[config.mk]
export PLATFORM = sky130hd
export DESIGN_NAME = imag_sram_arbiter_flat
export DESIGN_NICKNAME = d
export VERILOG_FILES = /design/src/rtl/imag_sram_arbiter_if.sv /design/src/rtl/imag_sram_arbiter.sv /design/src/flat_wrapper.sv
export SDC_FILE = /design/constraint.sdc
export NUM_CORES = 1
export LEC_CHECK = 0
export ABC_AREA = 1
export CORE_AREA = 2 2 165 167
export CTS_CLUSTER_DIAMETER = 40
export DETAILED_ROUTE_END_ITERATION = 10
export DIE_AREA = 0 0 167 169
export PLACE_DENSITY = 0.59
export SETUP_SLACK_MARGIN = 0.3
export SYNTH_ARGS = -nofsm -noshare
export SYNTH_HDL_FRONTEND = slang
export SYNTH_SLANG_ARGS = --single-unit
[constraint.sdc]
create_clock -name clk -period 8.5 [get_ports clk]
set_input_delay 1.7 -clock clk [delete_from_list [all_inputs] [get_ports clk]]
set_output_delay 1.7 -clock clk [all_outputs]
set_load 0.01 [all_outputs]
[src/rtl/imag_sram_arbiter_if.sv]
// Requester and SRAM-side bus bundle for the imaginary-part SRAM arbiter.
// Ports: req/wea/addr/wdata in, gnt/rvalid/rdata out, two SRAM ports.
interface imag_sram_arbiter_if;
   logic [2:0]  req;
   logic [11:0] wea;
   logic [47:0] addr;
   logic [95:0] wdata;
   logic [2:0]  gnt;
   logic [2:0]  rvalid;
   logic [95:0] rdata;
   logic [3:0]  sram_wea0;
   logic [15:0] sram_addr0;
   logic [31:0] sram_wdata0;
   logic [31:0] sram_rdata0;
   logic [3:0]  sram_wea1;
   logic [15:0] sram_addr1;
   logic [31:0] sram_wdata1;
   logic [31:0] sram_rdata1;

   modport slave (
      input  req, wea, addr, wdata,
      input  sram_rdata0, sram_rdata1,
      output gnt, rvalid, rdata,
      output sram_wea0, sram_addr0, sram_wdata0,
      output sram_wea1, sram_addr1, sram_wdata1
   );

   modport master (
      output req, wea, addr, wdata,
      output sram_rdata0, sram_rdata1,
      input  gnt, rvalid, rdata,
      input  sram_wea0, sram_addr0, sram_wdata0,
      input  sram_wea1, sram_addr1, sram_wdata1
   );
endinterface

[src/rtl/imag_sram_arbiter.sv]
// Rotating-priority arbiter sharing a dual-port 480x32 SRAM among 3 requesters.
// Ports: clk, rst (sync, active high), bus (slave modport: requester + SRAM side).
module imag_sram_arbiter #(
   parameter int DEPTH = 480,
   parameter int NREQ  = 3
) (
   input  logic                 clk,
   input  logic                 rst,
   imag_sram_arbiter_if.slave   bus
);
   logic [1:0]  r_ptr;
   logic [2:0]  r_rvalid;
   logic [2:0]  r_psel;

   logic [15:0] w_addr  [3];
   logic [3:0]  w_wea   [3];
   logic [31:0] w_wdata [3];
   logic [1:0]  w_o0, w_o1, w_o2;
   logic        w_a_vld, w_b_vld;
   logic [1:0]  w_a, w_b, w_last;
   logic [2:0]  w_gnt;
   logic [15:0] w_addr0;
   logic [95:0] w_rdata;

   function automatic logic [1:0] f_inc(input logic [1:0] p);
      return (p == 2'd2) ? 2'd0 : p + 2'd1;
   endfunction

   // Same word with at least one writer cannot share a cycle.
   function automatic logic f_conf(input logic [1:0] x, input logic [1:0] y);
      return (w_addr[x] == w_addr[y]) && ((|w_wea[x]) || (|w_wea[y]));
   endfunction

   always_comb begin
      for (int i = 0; i < 3; i++) begin
         w_addr[i]  = bus.addr[16*i +: 16];
         w_wea[i]   = bus.wea[4*i +: 4];
         w_wdata[i] = bus.wdata[32*i +: 32];
      end
   end

   assign w_o0 = r_ptr;
   assign w_o1 = f_inc(r_ptr);
   assign w_o2 = f_inc(w_o1);

   // A = first requester in rotation order; B = next non-conflicting one.
   always_comb begin
      w_a_vld = 1'b0;
      w_a     = 2'd0;
      w_b_vld = 1'b0;
      w_b     = 2'd0;
      if (!rst) begin
         if (bus.req[w_o0]) begin
            w_a_vld = 1'b1;
            w_a     = w_o0;
            if (bus.req[w_o1] && !f_conf(w_o0, w_o1)) begin
               w_b_vld = 1'b1;
               w_b     = w_o1;
            end else if (bus.req[w_o2] && !f_conf(w_o0, w_o2)) begin
               w_b_vld = 1'b1;
               w_b     = w_o2;
            end
         end else if (bus.req[w_o1]) begin
            w_a_vld = 1'b1;
            w_a     = w_o1;
            if (bus.req[w_o2] && !f_conf(w_o1, w_o2)) begin
               w_b_vld = 1'b1;
               w_b     = w_o2;
            end
         end else if (bus.req[w_o2]) begin
            w_a_vld = 1'b1;
            w_a     = w_o2;
         end
      end
   end

   assign w_gnt  = (w_a_vld ? (3'b001 << w_a) : 3'b000)
                 | (w_b_vld ? (3'b001 << w_b) : 3'b000);
   assign w_last = w_b_vld ? w_b : w_a;

   assign w_addr0         = w_a_vld ? w_addr[w_a] : 16'd0;
   assign bus.gnt         = w_gnt;
   assign bus.sram_addr0  = w_addr0;
   assign bus.sram_wea0   = w_a_vld ? w_wea[w_a] : 4'd0;
   assign bus.sram_wdata0 = w_a_vld ? w_wdata[w_a] : 32'd0;
   // Idle port 1 shadows port 0 so its implicit rewrite cannot clobber a write.
   assign bus.sram_addr1  = w_b_vld ? w_addr[w_b] : w_addr0;
   assign bus.sram_wea1   = w_b_vld ? w_wea[w_b] : 4'd0;
   assign bus.sram_wdata1 = w_b_vld ? w_wdata[w_b] : 32'd0;

   always_ff @(posedge clk) begin
      if (rst) begin
         r_ptr    <= 2'd0;
         r_rvalid <= 3'd0;
         r_psel   <= 3'd0;
      end else begin
         if (w_a_vld) r_ptr <= f_inc(w_last);
         for (int i = 0; i < 3; i++) begin
            r_rvalid[i] <= w_gnt[i] && (w_wea[i] == 4'd0);
            r_psel[i]   <= w_b_vld && (w_b == 2'(i));
         end
      end
   end

   always_comb begin
      w_rdata = 96'd0;
      for (int i = 0; i < 3; i++) begin
         if (r_rvalid[i])
            w_rdata[32*i +: 32] = r_psel[i] ? bus.sram_rdata1 : bus.sram_rdata0;
      end
   end

   assign bus.rvalid = r_rvalid;
   assign bus.rdata  = w_rdata;
endmodule

[src/flat_wrapper.sv]
// flat-port wrapper written by rule: the top's interface ports become plain ports
module imag_sram_arbiter_flat 
#(
   parameter int DEPTH = 480,
   parameter int NREQ  = 3
)
  (clk, rst, bus_req, bus_wea, bus_addr, bus_wdata, bus_sram_rdata0, bus_sram_rdata1, bus_gnt, bus_rvalid, bus_rdata, bus_sram_wea0, bus_sram_addr0, bus_sram_wdata0, bus_sram_wea1, bus_sram_addr1, bus_sram_wdata1);
  imag_sram_arbiter_if bus_i ();
  input  logic clk;
  input  logic rst;
  input wire logic [$bits(bus_i.req)-1:0] bus_req;
  input wire logic [$bits(bus_i.wea)-1:0] bus_wea;
  input wire logic [$bits(bus_i.addr)-1:0] bus_addr;
  input wire logic [$bits(bus_i.wdata)-1:0] bus_wdata;
  input wire logic [$bits(bus_i.sram_rdata0)-1:0] bus_sram_rdata0;
  input wire logic [$bits(bus_i.sram_rdata1)-1:0] bus_sram_rdata1;
  output wire logic [$bits(bus_i.gnt)-1:0] bus_gnt;
  output wire logic [$bits(bus_i.rvalid)-1:0] bus_rvalid;
  output wire logic [$bits(bus_i.rdata)-1:0] bus_rdata;
  output wire logic [$bits(bus_i.sram_wea0)-1:0] bus_sram_wea0;
  output wire logic [$bits(bus_i.sram_addr0)-1:0] bus_sram_addr0;
  output wire logic [$bits(bus_i.sram_wdata0)-1:0] bus_sram_wdata0;
  output wire logic [$bits(bus_i.sram_wea1)-1:0] bus_sram_wea1;
  output wire logic [$bits(bus_i.sram_addr1)-1:0] bus_sram_addr1;
  output wire logic [$bits(bus_i.sram_wdata1)-1:0] bus_sram_wdata1;
  assign bus_i.req = bus_req;
  assign bus_i.wea = bus_wea;
  assign bus_i.addr = bus_addr;
  assign bus_i.wdata = bus_wdata;
  assign bus_i.sram_rdata0 = bus_sram_rdata0;
  assign bus_i.sram_rdata1 = bus_sram_rdata1;
  assign bus_gnt = bus_i.gnt;
  assign bus_rvalid = bus_i.rvalid;
  assign bus_rdata = bus_i.rdata;
  assign bus_sram_wea0 = bus_i.sram_wea0;
  assign bus_sram_addr0 = bus_i.sram_addr0;
  assign bus_sram_wdata0 = bus_i.sram_wdata0;
  assign bus_sram_wea1 = bus_i.sram_wea1;
  assign bus_sram_addr1 = bus_i.sram_addr1;
  assign bus_sram_wdata1 = bus_i.sram_wdata1;
  imag_sram_arbiter #(.DEPTH(DEPTH), .NREQ(NREQ)) u_core (.clk(clk), .rst(rst), .bus(bus_i));
endmodule
# ---- Word level (Yosys, flattened, before mapping)
# Index checks and enable logic that the tools add are counted.
dict set report totals {
  reg_bits 8
  latch_bits 0
  mem_bits_rw 0
  mem_bits_ro 0
  inputBits 225
  output_inout_bits 206
  word_cells 135
  n_memories 0
}
dict set report op_classes {
  add_sub_neg 3
  multipliers 0
  div_mod_pow 0
  order_cmp 8
  n_eq_ne 8
  n_shift 2
  mux 80
  bitwise_logic 6
  n_reduce_logical 25
}
# op n
set ops {}
lappend ops {{2-to-1 mux 32 bit} 12}
lappend ops {{2-to-1 mux 16 bit} 12}
lappend ops {{binary-select mux 16 bit (select 2 bit)} 5}
lappend ops {{binary-select mux 32 bit (select 2 bit)} 2}
lappend ops {{equality test 16 bit} 3}
lappend ops {{2-to-1 mux 4 bit} 12}
lappend ops {{binary-select mux 4 bit (select 2 bit)} 5}
lappend ops {{2-to-1 mux 2 bit} 14}
lappend ops {{greater-or-equal comparator 3 bit (second input constant)} 5}
lappend ops {{inverter 2 -> 3 bit} 5}
lappend ops {{2-to-1 mux 1 bit} 13}
lappend ops {{logical AND 1 bit} 12}
lappend ops {{logical NOT 4 bit} 3}
lappend ops {{OR reduction 4 bit} 3}
lappend ops {{< comparator 2 x 3 -> 1 bit (second input constant)} 3}
lappend ops {{equality test 2 bit (second input constant)} 4}
lappend ops {{adder 2 x 1 -> 2 bit (second input constant)} 3}
lappend ops {{binary-select mux 1 bit (select 2 bit)} 3}
lappend ops {{2-to-1 mux 3 bit} 2}
lappend ops {{left shift 1 x 2 -> 3 bit (first input constant)} 2}
lappend ops {{logical NOT 1 bit} 3}
lappend ops {{logical OR 1 bit} 3}
lappend ops {{OR 3 bit} 1}
lappend ops {{equality test 2 x 1 -> 1 bit (second input constant)} 1}
lappend ops {{logical NOT 2 bit} 1}

# ---- Longest topological paths before layout
dict set report logic_depth {
  ltp_word 22
  ltp_mapped 25
  depth_no_buf 21
}

# ---- Worst setup path before layout
# No wires, ideal clock.
dict set report synth_timing {
  kind {input -> output}
  from {in bus_req[1]}
  to {out bus_sram_addr1[9]}
  arrival_ps 3552
  t_required_ps 6800
  path_slack_ps 3248
  path_stages 19
  n_path_buf 2
  path_cell_list {inv_1 -> nand2_1 -> a22oi_4 -> a21oi_1 -> inv_2 -> o21ai_1 -> o22ai_1 -> nand2_2 -> inv_1 -> clkbuf_2 -> nor2_1 -> buf_2 -> nand2_1 -> nand2_1 -> nor2_1 -> nand2_1 -> o21ai_0 -> inv_1 -> o21ai_0}
}
dict set report synth_via {
  elab_chain_cells 12
  word_cells_on_any_way 39
  classes_between {mux: 34; bitwise: 2; reduce/logical: 3}
}
# item line
set synth_rtl {}
lappend synth_rtl {{from (decl)} flat_wrapper.sv:11} ;# input wire logic [$bits(bus_i.req)-1:0] bus_req;
lappend synth_rtl {{binary-select mux 1 bit (select 2 bit)} imag_sram_arbiter.sv:70} ;# end else if (bus.req[w_o2]) begin
lappend synth_rtl {{2-to-1 mux 1 bit (implied by the code)} imag_sram_arbiter.sv:70}
lappend synth_rtl {{2-to-1 mux 2 bit} imag_sram_arbiter.sv:70}
lappend synth_rtl {{2-to-1 mux 2 bit} imag_sram_arbiter.sv:63} ;# end else if (bus.req[w_o1]) begin
lappend synth_rtl {{2-to-1 mux 2 bit} imag_sram_arbiter.sv:53} ;# if (bus.req[w_o0]) begin
lappend synth_rtl {{2-to-1 mux 2 bit} imag_sram_arbiter.sv:52} ;# if (!rst) begin
lappend synth_rtl {{inverter 2 -> 3 bit (implied by the code)} imag_sram_arbiter.sv:81} ;# assign w_addr0 = w_a_vld ? w_addr[w_a] : 16'd0;
lappend synth_rtl {{binary-select mux 16 bit (select 2 bit)} imag_sram_arbiter.sv:81}
lappend synth_rtl {{2-to-1 mux 16 bit (implied by the code) (2 in series)} imag_sram_arbiter.sv:81}
lappend synth_rtl {{2-to-1 mux 16 bit (*)} imag_sram_arbiter.sv:81}
lappend synth_rtl {{net bus_sram_addr0[9]} flat_wrapper.sv:21} ;# output wire logic [$bits(bus_i.sram_addr0)-1:0] bus_sram_addr0;
lappend synth_rtl {{2-to-1 mux 16 bit (*)} imag_sram_arbiter.sv:87} ;# assign bus.sram_addr1 = w_b_vld ? w_addr[w_b] : w_addr0;
lappend synth_rtl {{to (decl)} flat_wrapper.sv:24} ;# output wire logic [$bits(bus_i.sram_addr1)-1:0] bus_sram_addr1;
# Mark *: on every way through the listed nets, which the timed path passes. The rest lies on a longest branch. The select of a mux whose other input is x is not followed.

# ---- Final worst setup path
dict set report layout_timing {
  from {in bus_addr[35]}
  to {out bus_sram_wdata1[16]}
}
dict set report layout_via {
  elab_chain_cells 16
  word_cells_on_any_way 38
  classes_between {eq/ne: 3; mux: 25; bitwise: 1; reduce/logical: 9}
}
# item line
set layout_rtl {}
lappend layout_rtl {{from (decl)} flat_wrapper.sv:13} ;# input wire logic [$bits(bus_i.addr)-1:0] bus_addr;
lappend layout_rtl {{binary-select mux 16 bit (select 2 bit)} imag_sram_arbiter.sv:31} ;# return (w_addr[x] == w_addr[y]) && ((|w_wea[x]) || (|w_wea[y]));
lappend layout_rtl {{2-to-1 mux 16 bit (implied by the code) (2 in series)} imag_sram_arbiter.sv:31}
lappend layout_rtl {{equality test 16 bit} imag_sram_arbiter.sv:31}
lappend layout_rtl {{logical AND 1 bit} imag_sram_arbiter.sv:31}
lappend layout_rtl {{logical NOT 1 bit, on equally long branches} {imag_sram_arbiter.sv:66, imag_sram_arbiter.sv:59}}
lappend layout_rtl {{logical AND 1 bit, on equally long branches} {imag_sram_arbiter.sv:66, imag_sram_arbiter.sv:59}}
lappend layout_rtl {{2-to-1 mux 2 bit, on equally long branches} {imag_sram_arbiter.sv:66, imag_sram_arbiter.sv:59}}
lappend layout_rtl {{2-to-1 mux 2 bit, on equally long branches} {imag_sram_arbiter.sv:63, imag_sram_arbiter.sv:56}}
lappend layout_rtl {{2-to-1 mux 2 bit} imag_sram_arbiter.sv:53}
lappend layout_rtl {{2-to-1 mux 2 bit} imag_sram_arbiter.sv:52}
lappend layout_rtl {{inverter 2 -> 3 bit (implied by the code)} imag_sram_arbiter.sv:89} ;# assign bus.sram_wdata1 = w_b_vld ? w_wdata[w_b] : 32'd0;
lappend layout_rtl {{binary-select mux 32 bit (select 2 bit)} imag_sram_arbiter.sv:89}
lappend layout_rtl {{2-to-1 mux 32 bit (implied by the code) (2 in series)} imag_sram_arbiter.sv:89}
lappend layout_rtl {{2-to-1 mux 32 bit (*)} imag_sram_arbiter.sv:89}
lappend layout_rtl {{to (decl)} flat_wrapper.sv:25} ;# output wire logic [$bits(bus_i.sram_wdata1)-1:0] bus_sram_wdata1;
# Mark *: on every way between the ends. The rest lies on a longest branch, timed or not. The select of a mux whose other input is x is not followed.

==> results.yml <==
synthesis:
  synth-edff-count: 0
  async_reset_ff_frac: 0
  synthesis.nets: 1769
  ys.flop_type: "dfxtp_1"
  synth_cells: 1544
  yosysWarningCount: 0
  avgSynthCellArea_um2: 4.51
  ys_seq_elements: 8
  synth_cell_type_count: 36
  synth_area_um2: 6960
  seq_area_frac_synth: 0.0230
power_and_ir_drop:
  p_int_w: 0.00154
  p_per_area_nw_per_um2: 340
  p_leak_nw: 5.44
  switchingPower_w: 0.00234
  p_total_w: 0.00389
  pwr-share-clk: 0.020
  worst_ir_drop_vdd_uv: 141
  p_seq_frac: 0.014
  sw_frac_of_total: 0.603
  combPwrFrac: 0.966
sta:
  tightest_slew_ps: 1270
  rsz0062_at_grt: "no"
  setup_violations: 0
  slew_violations: 0
  finalHoldViolCount: 0
  fin_crit_ps: 7350
  fin_worst_skew_ps: 2.64
  fmax_ghz: 0.136
  layout_setup_ws_ps: 1150
  slew_headroom: 0.156
  hold_ws_ps: 833
  timing.final.crit_share: 0.864
  tns_ps: 0
cts:
  cts.sinks: 8
  cts-resized-gates: 0
  cts-buffers-inserted: 3
  clk_latency_ps: 230
  clkTransAtPathRegs_ps: 40
  cts_max_level: 1
  cts_setup_buffers: 0
  root_buffer: "clkbuf_16"
  postCtsHoldBufs: 0
  cts_tree: "done"
  clock_path_buffers: 2
worst_setup_path:
  r2r_cells: 20
  worstPathMaxFanout: 35
  endpoint_kind: "output port"
  worstSetupPathType: "in2out"
  r2r_slack_ps: 4340
  arrival_ps: 5650
  cp.required_ps: 6800
  crit_path_start_kind: "input port"
die:
  die_height_um: 169
  start_util: 0.263
  coreArea_um2: 26500
  rows: 60
  die-area_um2: 28200
  ioPinCount: 431
  die_width_um: 167
placement:
  preCtsSetupSlack_ps: 1180
  io_buffers: 430
  gp_congestion: 0.966
  dp_hpwl_mm: 32.6
final_layout:
  drive_above_1_share: 0.0456
  layout_commonest_cell: "nand2_1"
  final_util: 0.431
  fin_nets: 2135
  final_cell_mix: "517 x nand2_1, 430 x clkdlybuf4s50_1, 334 x nor2_1"
  synthToLayoutAreaGrowth_pct: 64.2
route:
  firstDrtPassIters: 5
  drt_iter0_drc: 1089
  drt_wl_total_mm: 42.6
  remaining_drc_errors: 0
  viasPerCell: 5.08
  dr_total_vias: 11438
  wl_per_cell_um: 18.9
  ant_nets: 0
min_path:
  hold_path.class: "reg2reg"
  hold_depth: 4
grt:
  grt_pass1_wl_mm: 64.3
  antenna_found_initial: 3
  grt_overflow: 0
  first_global_vias: 10556
  grt_util_all_layers: 0.285
  grt_max_degree: 89
flow_run:
  max_cap_violations: 0
outcome:
  status: "finished clean"
## synthesized netlist by cell type, types with 8 or more instances
cell type	number	share of area
clkbuf_1	48	0.026
nor3_1	33	0.024
o21ai_0	195	0.14
nand2_2	12	0.011
dfxtp_1	8	0.023
nand3_2	19	0.027
nand3_1	117	0.084
buf_6	18	0.029
nor2_1	334	0.18
nand2_1	517	0.28
nand3b_1	10	0.011
buf_2	19	0.014
a21oi_1	47	0.034
inv_1	110	0.059
## area by class of cell
type                    instances  area [um^2]
clock buffers                   3         75.1
multi-input cells            1320         5800
repair buffers                458         4510
well taps                     341          427
diodes                          2         5.00
flip-flops and latches          8          161
fillers                      2854        15100
inverters                     119          447
## logic make-up (layout without fill, tap and decap cells)
| kind of cell | count (synthesis) | in the layout | synth area share |
|---|---|---|---|
| simple gates | 1060 | 1060 | 0.636 |
| compound gates | 256 | 256 | 0.191 |
| buf+inv | 216 | 580 | 0.145 |
| flops | 8 | 8 | 0.0230 |
| xor+xnor | 4 | 4 | 0.00504 |
| other cells | 0 | 2 | 0 |
## through the flow
step / area (um^2) / cells
floorplan: 6960 / 1544
global placement: 11300 / 2246
detailed placement: 11300 / 2246
CTS: 11400 / 2249
global route: 11400 / 2251
finish: 11400 / 2251
## sequential cells by signal (all words and copies together), names as in the netlist
register	cells
u_core.r_psel	3
u_core.r_ptr	2
u_core.bus.rvalid	3
## worst max-delay path: stages
cell and delay, ps:
clkdlybuf4s50_1 560, inv_1 100, o21ai_0 190, nand3_2 100, nand2_1 80, nand2_1 70
nor2_2 130, nand2_1 60, nor2_1 150, nand3_1 140, nand3_1 90, nand2_1 60
clkinv_1 70, nand2_2 60, nand2_4 190, inv_2 360, nor2_4 460, buf_4 310
nand2_1 80, nand3_1 110, clkdlybuf4s50_1 550
## per-layer routing
metal  vias to the layer above  track usage  part of all wire
li1                       5621            -                 -
met1                      5204        0.362              0.41
met2                       560        0.513              0.49
met3                        51       0.0409             0.078
met4                         2       0.0547             0.019
met5                         -            0           0.00028
## power groups by stage
stage	clock network, W	logic (W)	registers (W)
after CTS	0.0000801	0.00375	0.0000529
final	0.0000789	0.00376	0.0000528
after detailed placement	0	0.00373	0.0000532
after floorplan	0	0.00224	0.0000614
after global routing	0.0000823	0.00410	0.0000540
after global placement	0	0.00372	0.0000533
## path summary, 6_finish.rpt
path / to / startpoint
worst max-delay path: bus_sram_wdata1[16] / bus_addr[35]
worst min-delay path: u_core.r_ptr[1]$_SDFFE_PP0P_ / u_core.r_ptr[1]$_SDFFE_PP0P_
worst max register to register: u_core.bus.rvalid[0]$_SDFF_PP0_ / u_core.r_ptr[1]$_SDFFE_PP0P_
worst min register to register: u_core.r_ptr[1]$_SDFFE_PP0P_ / u_core.r_ptr[1]$_SDFFE_PP0P_
(Power assumes the default switching activity.)
